--- config.mk ---
export PLATFORM = sky130hd
export DESIGN_NAME = uart_rx_oversample_voter_flat
export DESIGN_NICKNAME = d
export VERILOG_FILES = /design/src/rtl/uart_rx_oversample_voter_pkg.sv /design/src/rtl/uart_rx_oversample_voter_if.sv /design/src/rtl/uart_rx_oversample_voter_sample_window.sv /design/src/rtl/uart_rx_oversample_voter.sv /design/src/flat_wrapper.sv
export SDC_FILE = /design/constraint.sdc
export NUM_CORES = 1
export LEC_CHECK = 0
export CORE_ASPECT_RATIO = 1.4
export CORE_MARGIN = 4
export CORE_UTILIZATION = 57
export CTS_CLUSTER_DIAMETER = 40
export DETAILED_ROUTE_END_ITERATION = 10
export PLACE_DENSITY = 0.84
export SYNTH_ARGS = -nofsm -noshare
export SYNTH_HDL_FRONTEND = slang
export SYNTH_SLANG_ARGS = --single-unit
export TNS_END_PERCENT = 1
--- constraint.sdc ---
create_clock -name CLK -period 2.9 [get_ports CLK]
set_clock_uncertainty 0.15 [all_clocks]
set_input_delay 0.435 -clock CLK [delete_from_list [all_inputs] [get_ports CLK]]
set_output_delay 0.435 -clock CLK [all_outputs]
set_load 0.01 [all_outputs]
--- src/rtl/uart_rx_oversample_voter_pkg.sv ---
// rtl/uart_rx_oversample_voter_pkg.sv - shared types and window helpers for the UART RX sampler
package uart_rx_pkg;

  typedef enum logic {SAMP_MAJORITY, SAMP_SINGLE} samp_mode_e;

  localparam int unsigned PRESCALE_WIDTH_DEF = 6;

  function automatic int unsigned maj_half(input int unsigned n);
    return (n - 1) / 2;
  endfunction

endpackage

--- src/rtl/uart_rx_oversample_voter_if.sv ---
// rtl/uart_rx_oversample_voter_if.sv - RX FSM to data-sampler signal bundle
interface uart_rx_oversample_voter_if
  import uart_rx_pkg::*;
#(
  parameter int unsigned PRESCALE_WIDTH = PRESCALE_WIDTH_DEF
);
  logic                      RX_IN;
  logic [PRESCALE_WIDTH-1:0] PRESCALE;
  logic [PRESCALE_WIDTH-1:0] EDG_CNT;
  logic                      DAT_SAMP_EN;
  logic                      SAMP_MODE;
  logic                      SAMPLED_BIT;
  logic                      SAMPLE_VALID;
  logic                      NOISE_FLAG;
  logic                      CFG_ERR;

  modport master (
    output RX_IN, PRESCALE, EDG_CNT, DAT_SAMP_EN, SAMP_MODE,
    input  SAMPLED_BIT, SAMPLE_VALID, NOISE_FLAG, CFG_ERR
  );

  modport slave (
    input  RX_IN, PRESCALE, EDG_CNT, DAT_SAMP_EN, SAMP_MODE,
    output SAMPLED_BIT, SAMPLE_VALID, NOISE_FLAG, CFG_ERR
  );
endinterface

--- src/rtl/uart_rx_oversample_voter_sample_window.sv ---
// rtl/uart_rx_oversample_voter_sample_window.sv - sample window bounds and legality around the bit centre
module uart_rx_sample_window
  import uart_rx_pkg::*;
#(
  parameter int unsigned PRESCALE_WIDTH = PRESCALE_WIDTH_DEF,
  parameter int unsigned NUM_SAMPLES    = 3
) (
  input  logic [PRESCALE_WIDTH-1:0] prescale,
  input  logic                      samp_single,
  output logic [PRESCALE_WIDTH:0]   first,
  output logic [PRESCALE_WIDTH:0]   last,
  output logic                      cfg_err,
  output logic                      single
);
  localparam int unsigned W1 = PRESCALE_WIDTH + 1;
  localparam logic [PRESCALE_WIDTH:0] HALF = W1'(maj_half(NUM_SAMPLES));

  logic [PRESCALE_WIDTH:0] pre_ext;
  logic [PRESCALE_WIDTH:0] center;

  assign pre_ext = {1'b0, prescale};
  assign center  = pre_ext >> 1;

  // LAST > PRESCALE-1 is tested as LAST >= PRESCALE so PRESCALE=0 cannot wrap.
  assign cfg_err = (center < HALF) || ((center + HALF) >= pre_ext);
  assign single  = samp_single || cfg_err;
  assign first   = single ? center : center - HALF;
  assign last    = single ? center : center + HALF;
endmodule

--- src/rtl/uart_rx_oversample_voter.sv ---
// rtl/uart_rx_oversample_voter.sv - majority-vote data sampler for the UART receiver
module uart_rx_oversample_voter
  import uart_rx_pkg::*;
#(
  parameter int unsigned PRESCALE_WIDTH = PRESCALE_WIDTH_DEF,
  parameter int unsigned NUM_SAMPLES    = 3
) (
  input  logic                     CLK,
  input  logic                     RST,
  uart_rx_oversample_voter_if.slave bus
);
  localparam int unsigned CW = $clog2(NUM_SAMPLES + 1);

  if ((NUM_SAMPLES % 2) == 0 || NUM_SAMPLES < 1 || NUM_SAMPLES > 7) begin : g_bad_num_samples
    $error("NUM_SAMPLES must be odd and within 1..7");
  end

  logic [PRESCALE_WIDTH:0]   win_first;
  logic [PRESCALE_WIDTH:0]   win_last;
  logic [PRESCALE_WIDTH:0]   edg;
  logic                      win_illegal;
  logic                      win_single;
  logic [CW-1:0]             ones_cnt;
  logic [CW-1:0]             total;
  logic [CW-1:0]             vote_half;
  logic [CW-1:0]             n_eff;
  logic [PRESCALE_WIDTH-1:0] last_edg;
  logic                      last_vld;
  logic                      new_edg;
  logic                      sampled_bit_q;
  logic                      sample_valid_q;
  logic                      noise_flag_q;
  logic                      cfg_err_q;

  uart_rx_sample_window #(
    .PRESCALE_WIDTH (PRESCALE_WIDTH),
    .NUM_SAMPLES    (NUM_SAMPLES)
  ) u_window (
    .prescale    (bus.PRESCALE),
    .samp_single (samp_mode_e'(bus.SAMP_MODE) == SAMP_SINGLE),
    .first       (win_first),
    .last        (win_last),
    .cfg_err     (win_illegal),
    .single      (win_single)
  );

  assign edg       = {1'b0, bus.EDG_CNT};
  // An edge count held over several cycles is acted on only in its first cycle.
  assign new_edg   = !last_vld || (bus.EDG_CNT != last_edg);
  assign total     = ones_cnt + CW'(bus.RX_IN);
  assign n_eff     = win_single ? CW'(1) : CW'(NUM_SAMPLES);
  assign vote_half = win_single ? '0 : CW'(maj_half(NUM_SAMPLES));

  always_ff @(posedge CLK or negedge RST) begin
    if (!RST) begin
      ones_cnt       <= '0;
      last_edg       <= '0;
      last_vld       <= 1'b0;
      sampled_bit_q  <= 1'b0;
      sample_valid_q <= 1'b0;
      noise_flag_q   <= 1'b0;
      cfg_err_q      <= 1'b0;
    end else if (!bus.DAT_SAMP_EN) begin
      ones_cnt       <= '0;
      last_vld       <= 1'b0;
      sampled_bit_q  <= 1'b0;
      sample_valid_q <= 1'b0;
      noise_flag_q   <= 1'b0;
      cfg_err_q      <= 1'b0;
    end else begin
      last_edg       <= bus.EDG_CNT;
      last_vld       <= 1'b1;
      cfg_err_q      <= win_illegal;
      sample_valid_q <= 1'b0;
      if (new_edg) begin
        if (edg == win_last) begin
          sampled_bit_q  <= (total > vote_half);
          noise_flag_q   <= (total != '0) && (total != n_eff);
          sample_valid_q <= 1'b1;
          ones_cnt       <= '0;
        end else if (edg >= win_first && edg < win_last) begin
          ones_cnt <= total;
        end else if (edg < win_first) begin
          ones_cnt <= '0;
        end
      end
    end
  end

  assign bus.SAMPLED_BIT  = sampled_bit_q;
  assign bus.SAMPLE_VALID = sample_valid_q;
  assign bus.NOISE_FLAG   = noise_flag_q;
  assign bus.CFG_ERR      = cfg_err_q;
endmodule

--- src/flat_wrapper.sv ---
// flat-port wrapper written by rule: the top's interface ports become plain ports
module uart_rx_oversample_voter_flat import uart_rx_pkg::*;
#(
  parameter int unsigned PRESCALE_WIDTH = PRESCALE_WIDTH_DEF,
  parameter int unsigned NUM_SAMPLES    = 3
)
  (CLK, RST, bus_RX_IN, bus_PRESCALE, bus_EDG_CNT, bus_DAT_SAMP_EN, bus_SAMP_MODE, bus_SAMPLED_BIT, bus_SAMPLE_VALID, bus_NOISE_FLAG, bus_CFG_ERR);
  uart_rx_oversample_voter_if #(.PRESCALE_WIDTH(PRESCALE_WIDTH)) bus_i ();
  input  logic CLK;
  input  logic RST;
  input wire logic [$bits(bus_i.RX_IN)-1:0] bus_RX_IN;
  input wire logic [$bits(bus_i.PRESCALE)-1:0] bus_PRESCALE;
  input wire logic [$bits(bus_i.EDG_CNT)-1:0] bus_EDG_CNT;
  input wire logic [$bits(bus_i.DAT_SAMP_EN)-1:0] bus_DAT_SAMP_EN;
  input wire logic [$bits(bus_i.SAMP_MODE)-1:0] bus_SAMP_MODE;
  output wire logic [$bits(bus_i.SAMPLED_BIT)-1:0] bus_SAMPLED_BIT;
  output wire logic [$bits(bus_i.SAMPLE_VALID)-1:0] bus_SAMPLE_VALID;
  output wire logic [$bits(bus_i.NOISE_FLAG)-1:0] bus_NOISE_FLAG;
  output wire logic [$bits(bus_i.CFG_ERR)-1:0] bus_CFG_ERR;
  assign bus_i.RX_IN = bus_RX_IN;
  assign bus_i.PRESCALE = bus_PRESCALE;
  assign bus_i.EDG_CNT = bus_EDG_CNT;
  assign bus_i.DAT_SAMP_EN = bus_DAT_SAMP_EN;
  assign bus_i.SAMP_MODE = bus_SAMP_MODE;
  assign bus_SAMPLED_BIT = bus_i.SAMPLED_BIT;
  assign bus_SAMPLE_VALID = bus_i.SAMPLE_VALID;
  assign bus_NOISE_FLAG = bus_i.NOISE_FLAG;
  assign bus_CFG_ERR = bus_i.CFG_ERR;
  uart_rx_oversample_voter #(.PRESCALE_WIDTH(PRESCALE_WIDTH), .NUM_SAMPLES(NUM_SAMPLES)) u_core (.CLK(CLK), .RST(RST), .bus(bus_i));
endmodule
# Word-level counts from Yosys, hierarchy flattened
# Index checks and enable logic that the tools add are counted.
# W data, S select, Z words.
# word_totals
ff_bits	13
latchBits	0
ramBits	0
romBits	0
in_bits	17
output_inout_bits	4
elab_cells	51
memories	0
# classes
addsub	3
mul	0
div	0
order_cmp	6
eq_ne	6
n_shift	0
n_mux	20
bitwise	0
reduce_logical	9
# op_table
op	count
$lt A6 B7 Y1	2
$mux W1	12
$mux W2	6
$eq A6 B7 Y1	1
$ge A6 B7 Y1	1
$ge A7 B6 Y1	1
$mux W7	1
$add A5 B1 Y6 const B	1
$mux W6	1
$ne A6 B6 Y1	1
$sub A5 B1 Y6 const B	1
$lt A5 B1 Y1 const B	1
$ne A2 B1 Y1 const B	2
$ne A4 B1 Y1 const B	1
$reduce_and A2 Y1	2
$logic_or A1 B1 Y1	3
$add A2 B1 Y2	1
$gt A2 B2 Y1	1
$logic_and A1 B1 Y1	2
$ne A2 B2 Y1	1
$reduce_bool A2 Y1	1
$logic_not A1 Y1	1

# Depth between registers and ports, before layout
# Gate-level depths: netlist of run 1.
# depth
depth_word	11
ltp_mapped	18
mapped_depth_nobuf	16

# By module
# From an unflattened synthesis of run 1, not the netlist that was laid out.
# hier_totals
cells_unflattened	161
hier_area_um2	1468.9
# modules_own_cells
module	instances	cells_per_inst	area_per_inst_um2	seq_area_each_um2
uart_rx_oversample_voter	1	97	965.9	325.3
uart_rx_sample_window	1	64	503.0	0.0

# Worst setup path before layout of run 1
# No wires, ideal clock.
# synth_path
kind	input -> register
startpoint	input bus_PRESCALE[5]
endpoint	register u_core.ones_cnt[1]
setup_ns	0.126
t_arrival_ns	3.616
t_required_ns	2.624
slack_ns	-0.992
path_stages	18
n_path_buf	2
path_cell_list	clkbuf_1 > inv_1 > nor4_1 > ha_1 > a32oi_1 > nand2b_1 > a21oi_1 > buf_2 > nand2_1 > o31ai_1 > ha_1 > or2_2 > a21oi_1 > a21oi_1 > nand2_1 > a21o_1 > a21oi_1 > a221o_1
# synth_between
elab_chain_len	11
word_cells_on_any_way	19
cone_classes	2 x add/sub; 5 x order compare; 2 x eq/ne; 6 x mux; 4 x reduce/logical
# synth_rtl
item	line	source
from (decl)	flat_wrapper.sv:12	input wire logic [$bits(bus_i.PRESCALE)-1:0] bus_PRESCALE;
$add A5 B1 Y6	uart_rx_oversample_voter_sample_window.sv:25, uart_rx_oversample_voter_sample_window.sv:28	
$ge A7 B6 Y1	uart_rx_oversample_voter_sample_window.sv:25	assign cfg_err = (center < HALF) || ((center + HALF) >= pre_ext);
$logic_or A1 B1 Y1	uart_rx_oversample_voter_sample_window.sv:25	
$logic_or A1 B1 Y1	uart_rx_oversample_voter_sample_window.sv:26	assign single = samp_single || cfg_err;
$mux W7 or $mux W6 (tied branches)	uart_rx_oversample_voter_sample_window.sv:27, uart_rx_oversample_voter_sample_window.sv:28	
$ge A6 B7 Y1 or $lt A6 B7 Y1 (tied branches)	uart_rx_oversample_voter.sv:81	end else if (edg >= win_first && edg < win_last) begin
$logic_and A1 B1 Y1	uart_rx_oversample_voter.sv:81	
$mux W2	uart_rx_oversample_voter.sv:81	
$mux W2	uart_rx_oversample_voter.sv:76	if (edg == win_last) begin
$mux W2	uart_rx_oversample_voter.sv:75	if (new_edg) begin
$mux W2	uart_rx_oversample_voter.sv:63	end else if (!bus.DAT_SAMP_EN) begin
to (signal assigned)	uart_rx_oversample_voter.sv:82	ones_cnt <= total;
to (decl)	uart_rx_oversample_voter.sv:23	logic [CW-1:0] ones_cnt;
# Parallel ways exist; a longest one is shown, timed or not. The select of a mux whose other input is x is not followed.
# A chain may end at the register's enable or synchronous reset.

# Final worst setup path of run 1
# layout_path
startpoint	input bus_PRESCALE[1]
endpoint	register u_core.ones_cnt[1]
# Same word-level chain as after synthesis.

==> results of run 1 <==
-- synthesized netlist by cell type (2+ instances only) --
cell type	count
a21boi_0	2
mux2_2	6
xor2_1	7
nand4_1	3
nand2b_1	3
nand2_1	11
nor4b_1	2
nor2_1	7
clkbuf_1	3
a21oi_1	9
nor2b_1	3
nor3_1	5
buf_2	2
inv_1	9
ha_1	19
o31ai_1	2
xnor2_1	8
a32oi_1	2
dfrtp_1	13
a211o_1	2
mux2i_1	2
o21ai_0	2
-- flip-flops by register name, summed over array words and instances (netlist names) --
name,flops
u_core.ones_cnt,2
u_core.bus.SAMPLE_VALID,1
u_core.bus.NOISE_FLAG,1
u_core.last_edg,6
u_core.last_vld,1
u_core.bus.SAMPLED_BIT,1
u_core.bus.CFG_ERR,1
-- cells in the final DEF, fill, tap and decap left out, types with 5 or more instances in the layout --
cell type / synthesis / layout
xor2_1: 7 / 7
ha_1: 19 / 16
mux2_2: 6 / 6
nand2_1: 11 / 8
dfrtp_1: 13 / 13
xnor2_1: 8 / 7
a21oi_2: 0 / 6
buf_4: 1 / 33
nor3_1: 5 / 5
clkdlybuf4s50_1: 0 / 14
inv_1: 9 / 6
nor2_1: 7 / 5
-- per-stage QoR --
stage / total power, uW / hold WS, ps / area [um2] / TNS, ps
after global placement: 428 / 359 / 1780 / -5510
final: 583 / 358 / 1950 / -1570
after CTS: 574 / 360 / 1920 / -1300
after global routing: 622 / 372 / 1950 / -2310
after floorplan: 346 / -10.6 / 1420 / -2130
after detailed placement: 441 / 356 / 1780 / -5850
-- path summary, 6_finish.rpt --
kind | start | endpoint | depth (start not counted)
worst min register to register | u_core.ones_cnt[0] | u_core.ones_cnt[0] | 1
min in group CLK | u_core.ones_cnt[0] | u_core.ones_cnt[0] | 1
worst max register to register | u_core.last_edg[3] | u_core.ones_cnt[1] | 6
worst min-delay path | RST | u_core.bus.SAMPLED_BIT | 1
max in group asynchronous | RST | u_core.last_edg[2] | 1
worst max-delay path | bus_PRESCALE[1] | u_core.ones_cnt[1] | 18
-- what timing repair did --
item | 4_1_cts | 5_1_grt
setup endpoints to repair | 5 | 5
buffers inserted | 4 | 2
pin swaps | 19 | 14
hold endpoints to repair | 0 | 0
cloned | 0 | 0
resized for setup | 46 | 6
-- worst max-delay path, delay by kind of cell --
kind | cells | cell delay (ps)
AO/OA/AOI/OAI | 11 | 1780
adder cells (fa/ha/maj) | 2 | 500
buffers and inverters | 3 | 400
AND/OR/NAND/NOR | 2 | 270
-- metal layers --
layer,share of wire,track usage,routed length (um)
met4,0.054,0.209,212
met2,0.57,0.507,2240
met1,0.33,0.250,1320
met5,0,0,0
met3,0.044,0.0676,173
-- report_power, final --
group	internal [uW]	leakage, uW	total [uW]	switching [uW]
registers	193	0.000165	200	7.11
clock network	53.5	0.0000150	110	56.3
logic	144	0.000701	274	130
-- layout make-up --
cell class / instances / area (um2) / area share
tap: 22 / 27.5 / 0.0141
inverter: 9 / 48.8 / 0.0251
sequential: 13 / 325 / 0.167
multi-input combinational: 113 / 1050 / 0.538
timing repair buffer: 54 / 472 / 0.242
clock buffer: 4 / 26.3 / 0.0135
-- kinds of logic (layout without fill, tap and decap cells) --
kind of cell	after synthesis	in the layout
AND/OR/NAND/NOR	42	42
adder cells (fa/ha/maj)	19	19
flip-flops	13	13
multiplexers	8	8
AO/OA/AOI/OAI	29	29
XOR/XNOR	15	15
buffers and inverters	16	67
==> qor.txt, run 1 <==
status - finished with violations
failing checks - negative setup slack
slew margin rel. - 0.629
Initial Util - 0.593
ys async rst share - 1.00
drt first pass iters - 4
CP Cell Sequence - buf_12, buf_4, ha_2, a21oi_1, a41oi_1, a32oi_2, a21oi_2, buf_6, nor2_2, a21oi_2, ha_1, nor2b_1, o211ai_1, a21boi_1, o21ai_1, a21o_1, a21oi_2, a221o_1
main combinational cell family by area after synthesis - adder cells
average vias per placed instance - 6.01
Clock Latency Late Sink - 280 ps
Die Ht - 64.3 um
CTS root buf - clkbuf_4
layout cells sized above 1 - 0.399
CP required - 2920 ps
highest clock rate - 295 MHz
Finished Layout Cells - 215
Synth Register Bits - 13
IO Port Bufs - 20
Mapped Nets - 178
Max rail drop VDD - 0.352 mV
DR WL/cell - 18.4 um
ys flop type - dfrtp_1
Max Fanout on Critical Path - 7
Final min period - 3390 ps
CP arrival - 3410 ps
Hold Path Class - input port to asynchronous set/reset pin
power per cell area - 300 nW/um2
final wirelength - 3.95 mm
CTS tree - built
fin util - 0.894
Most common cell on crit path - a21oi_2
Final Hold Vio Count - 0
largest net degree at the start of global routing - 14
Max Slew Vio Count - 0
Max Cap Viol - 0
GR Util All Layers - 0.287
post-synthesis xor/xnor area fraction - 0.102
Setup Crit Path Kind - input port to register
Synth area leader - dfrtp_1
Gate Count Post-Synth - 142
mux cell area share after synthesis - 0.0679
Yosys cell types - 42
Syn Area/Cell - 9.08 um2
register area share after synthesis - 0.252
post-route clock period utilization - 1.17
DRC - 0
CTS HTree Levels - 1
Worst-path clk slew - 70 ps
crit path capture type - register
routed via count - 1292
Die W - 48.2 um
area share of and/or/nand/nor cells after synthesis - 0.176
TritonCTS buffer count - 3
flop2flop setup slack - 910 ps
top post-synthesis cells by area - dfrtp_1 25%, ha_1 18%, xnor2_1 5.4%, mux2_2 5.2%, xor2_1 4.8%
worst-margin pin slew - 555 ps
# IOs - 21
Leak Pwr - 0.000881 uW
PnR worst setup slack - -487 ps
post-route ant nets - 0
first-pass GRT wire length - 6.13 mm
area delta synth->final - 50.8%
RSZ-0062 raised after global routing - yes
grt ovf - 0
# hold bufs at CTS - 0
DP Worst Slack - -1350 ps
EDFF count, synth - 0
critical path startpoint category - input port
Synth top area share - 0.252
Rows - 20
Post-Syn Area - 1290 um2
initial antenna violation count - 0
Post-Synth Adder-Cell Area - 0.184
Initial DRC Count - 27
die area - 3100 um2
Post-DP HPWL - 2.89 mm
YS warnings - 0
clk sinks - 13
Compound-Gate Fraction of Synth Area - 0.166
largest buffer count on any clock path - 2
vias in the first global route - 1425
final setup fails - 4
Crit-path slowest cell - a221o_1
GP Congestion - 0.910
core area - 2180 um2
Worst path max stage delay - 340 ps
FILL cells - 105
final net count - 230
diodes inserted - 0
Cells after DPL - 205
(Power assumes the default switching activity.)
==> run 2, diff against run 1 <==
CORE_MARGIN = 5   (was 4)
==> run 2 against run 1 <==
The run now fails in global routing (5_1_grt). Synthesized cell count stayed put. Area after synthesis stayed put.
==> qor.txt, run 2 <==
DP Worst Slack - -1380 ps (-26.4 ps)
largest net degree at the start of global routing - 14
IO Port Bufs - 20 (unchanged)
Synth top cells by count - 19 x ha_1, 13 x dfrtp_1, 11 x nand2_1
top post-synthesis cells by area - dfrtp_1 25%, ha_1 18%, xnor2_1 5.4%, mux2_2 5.2%, xor2_1 4.8%
Mapped Nets - 178 (unchanged)
Gate Count Post-Synth - 142 (unchanged)
clk sinks - 13 (unchanged)
CTS HTree Levels - 1 (unchanged)
Exit stage - global routing (5_1_grt)
worst endpoint type - register input
most common cell in the synthesized netlist - ha_1
YS warnings - 0 (unchanged)
Yosys cell types - 42 (unchanged)
GP Congestion - 0.882 (-3.1%)
Initial Util - 0.593 (unchanged)
CTS root buf - clkbuf_4
register area share after synthesis - 0.252 (unchanged)
Die W - 50.2 um (+4.1%)
worst setup endpoint GRT - u_core.ones_cnt[1]$_DFFE_PN0P_/D
initial antenna violation count - 0
# IOs - 21 (unchanged)
Synth Register Bits - 13 (unchanged)
Rows - 20 (unchanged)
EDFF count, synth - 0 (unchanged)
# hold bufs at CTS - 0 (unchanged)
error msg - [ERROR DPL-0033] detailed placement checks failed during check placement.
largest buffer count on any clock path - 2 (unchanged)
TritonCTS buffer count - 3 (unchanged)
Synth area leader - dfrtp_1
Syn Area/Cell - 9.08 um2 (unchanged)
ys flop type - dfrtp_1
status - aborted with a tool error
ys async rst share - 1.00 (unchanged)
Post-DP HPWL - 2.92 mm (+0.97%)
Post-Syn Area - 1290 um2 (unchanged)
Synth top area share - 0.252 (unchanged)
Die Ht - 66.3 um (+3.1%)
## run 2: cell counts after synthesis
Identical to the previous run, type by type.
## run 2: logic make-up after synthesis
logic type                 after synthesis  share of synthesized area
buffers and inverters                   16                     0.0524
AOI/OAI and AO/OA                       29                      0.166
adders and majority gates               19                      0.184
and+or+nand+nor                         42                      0.176
xor gates and xnor gates                15                      0.102
DFF                                     13                      0.252
muxes                                    8                     0.0679
## run 2: per-stage QoR
step,hold slack [ps],setup TNS [ps],util,instance area (um2),instances
after floorplan,-10.6,-2130,-,1420,142
after global placement,361,-5470,0.823,1790,206
after detailed placement,373,-5880,0.823,1790,206
after CTS,365,-1550,0.918,2000,227
## run 2: repair_timing
item | 4_1_cts
setup endpoints to repair | 5
setup buffers | 17
resized for setup | 35
pin swaps | 19
==> run 3, diff against run 2 <==
CORE_AREA = 5 5 66 68   (was unset)
CORE_ASPECT_RATIO = unset   (was 1.4)
CORE_MARGIN = unset   (was 5)
CORE_UTILIZATION = unset   (was 57)
CTS_CLUSTER_DIAMETER = unset   (was 40)
DIE_AREA = 0 0 71 73   (was unset)
PLACE_DENSITY = unset   (was 0.84)
PLACE_DENSITY_LB_ADDON = 0.15   (was unset)
==> run 3 against run 2 <==
The flow now finishes, with violations (negative setup slack).
==> qor.txt, run 3 (synthesis gave the netlist of run 1 again) <==
largest registers - u_core.last_edg: 6 flops, u_core.ones_cnt: 2 flops
Final Hold Vio Count - 0
Clock Latency Late Sink - 240 ps
GP Congestion - 0.855 (-3.1%)
sw frac - 0.325
Min Hold Slack - 373 ps
Reg power frac - 0.287
GR Util All Layers - 0.157
setup tns final - -1990 ps
CTS root buf - clkbuf_8
first-pass GRT wire length - 6.51 mm
TritonCTS buffer count - 3 (unchanged)
largest net degree at the start of global routing - 14
Max rail drop VDD - 0.246 mV
Die Ht - 73 um (+10%)
area delta synth->final - 79.1%
R2R cell count - 6
status - finished with violations
commonest non-fill, non-tap cell in the layout - buf_4
hold depth - 1
Clock power frac - 0.234
highest clock rate - 294 MHz
CTS HTree Levels - 1 (unchanged)
CP required - 2930 ps
Hold Path Class - register to register
average vias per placed instance - 5.09
Max Cap Viol - 0
largest buffer count on any clock path - 2 (unchanged)
clk sinks - 13 (unchanged)
grt ovf - 0
IO Port Bufs - 20 (unchanged)
Largest Register - u_core.last_edg
Final min period - 3410 ps
failing checks - negative setup slack
final net count - 243
max reg flops - 6
power per cell area - 301 nW/um2
Initial DRC Count - 69
slew margin rel. - 0.601
Worst-path clk slew - 60 ps
PnR worst setup slack - -507 ps
post-route ant nets - 0
final wirelength - 4.20 mm
layout cells sized above 1 - 0.510
Die W - 71 um (+41%)
post-route clock period utilization - 1.17
DR WL/cell - 16.4 um
drt first pass iters - 4
Max Fanout on Critical Path - 6
switching power - 226 uW
worst-margin pin slew - 596 ps
core area - 3800 um2
initial antenna violation count - 0
Max Slew Vio Count - 0
most frequent cells in the layout - 39 x buf_4, 14 x clkdlybuf4s50_1, 13 x dfrtp_1
die area - 5180 um2
RSZ-0062 raised after global routing - yes
Pint - 470 uW
# hold bufs at CTS - 0 (unchanged)
crit path capture type - register
Initial Util - 0.340 (-0.253)
Leak Pwr - 0.000998 uW
CTS tree - built
Rows - 23 (+15%)
critical path startpoint category - input port
CP arrival - 3440 ps
final setup fails - 5
diodes inserted - 0
DRC - 0
Logic pwr share - 0.479
Post-DP HPWL - 2.86 mm (-2.1%)
Setup Crit Path Kind - input port to register
routed via count - 1303
vias in the first global route - 1494
# IOs - 21 (unchanged)
run 3: worst max-delay path, stage by stage:
cell,delay (ps)
buf_8,110
inv_8,60
ha_4,220
xnor2_4,130
a211o_1,280
a31o_1,220
a21oi_2,160
buf_6,150
buf_4,120
nand2_4,50
nor2_2,120
xnor2_1,140
ha_1,280
a21boi_2,170
o21ai_2,170
nand4_1,170
nor4b_2,300
a221o_1,140
run 3: stage by stage:
| stage | instance area [um2] | util | setup WS, ps | std cells | total power (uW) |
|---|---|---|---|---|---|
| finish | 2310 | 0.608 | -507 | 256 | 696 |
| global route | 2310 | 0.608 | -680 | 256 | 741 |
| CTS | 2090 | 0.550 | -588 | 253 | 651 |
| detailed placement | 1840 | 0.485 | -1470 | 236 | 442 |
| global placement | 1840 | 0.485 | -1380 | 236 | 436 |
| floorplan | 1420 | - | -596 | 142 | 346 |
run 3: final timing paths:
| check | slack (ps) | from | endpoint |
|---|---|---|---|
| setup reg to reg | 920 | u_core.last_edg[3] | u_core.ones_cnt[1] |
| hold reg to reg | 370 | u_core.ones_cnt[0] | u_core.ones_cnt[0] |
| min in group asynchronous | 420 | RST | u_core.bus.SAMPLE_VALID |
| setup / recovery | -510 | bus_PRESCALE[2] | u_core.ones_cnt[1] |
| max in group asynchronous | 1790 | RST | u_core.last_vld |
| hold / removal | 370 | u_core.ones_cnt[0] | u_core.ones_cnt[0] |
run 3: power groups by stage:
stage / Combinational (uW) / Sequential (uW) / Clock (uW)
global route: 359 / 201 / 181
finish: 333 / 200 / 163
detailed placement: 240 / 203 / 0
global placement: 233 / 202 / 0
floorplan: 144 / 202 / 0
CTS: 286 / 200 / 165
run 3: repair_timing:
action / in CTS / in global routing
setup endpoints to repair: 5 / 5
buffers inserted: 13 / 3
resized for setup: 47 / 37
pin swaps: 23 / 31
run 3: metal layers:
layer	global-route usage	part of all wire	vias up
met5	0	0	-
met3	0.0179	0.023	13
met1	0.162	0.39	622
li1	-	-	640
met4	0.0689	0.029	0
met2	0.313	0.56	28
run 3: area by class of cell:
class                      count  area, um2
fill                         339       1490
inverter                       9       51.3
sequential                    13        325
timing repair buffer          67        603
tap                           50       62.6
multi-input combinational    113       1220
clock buffer                   4       45.0
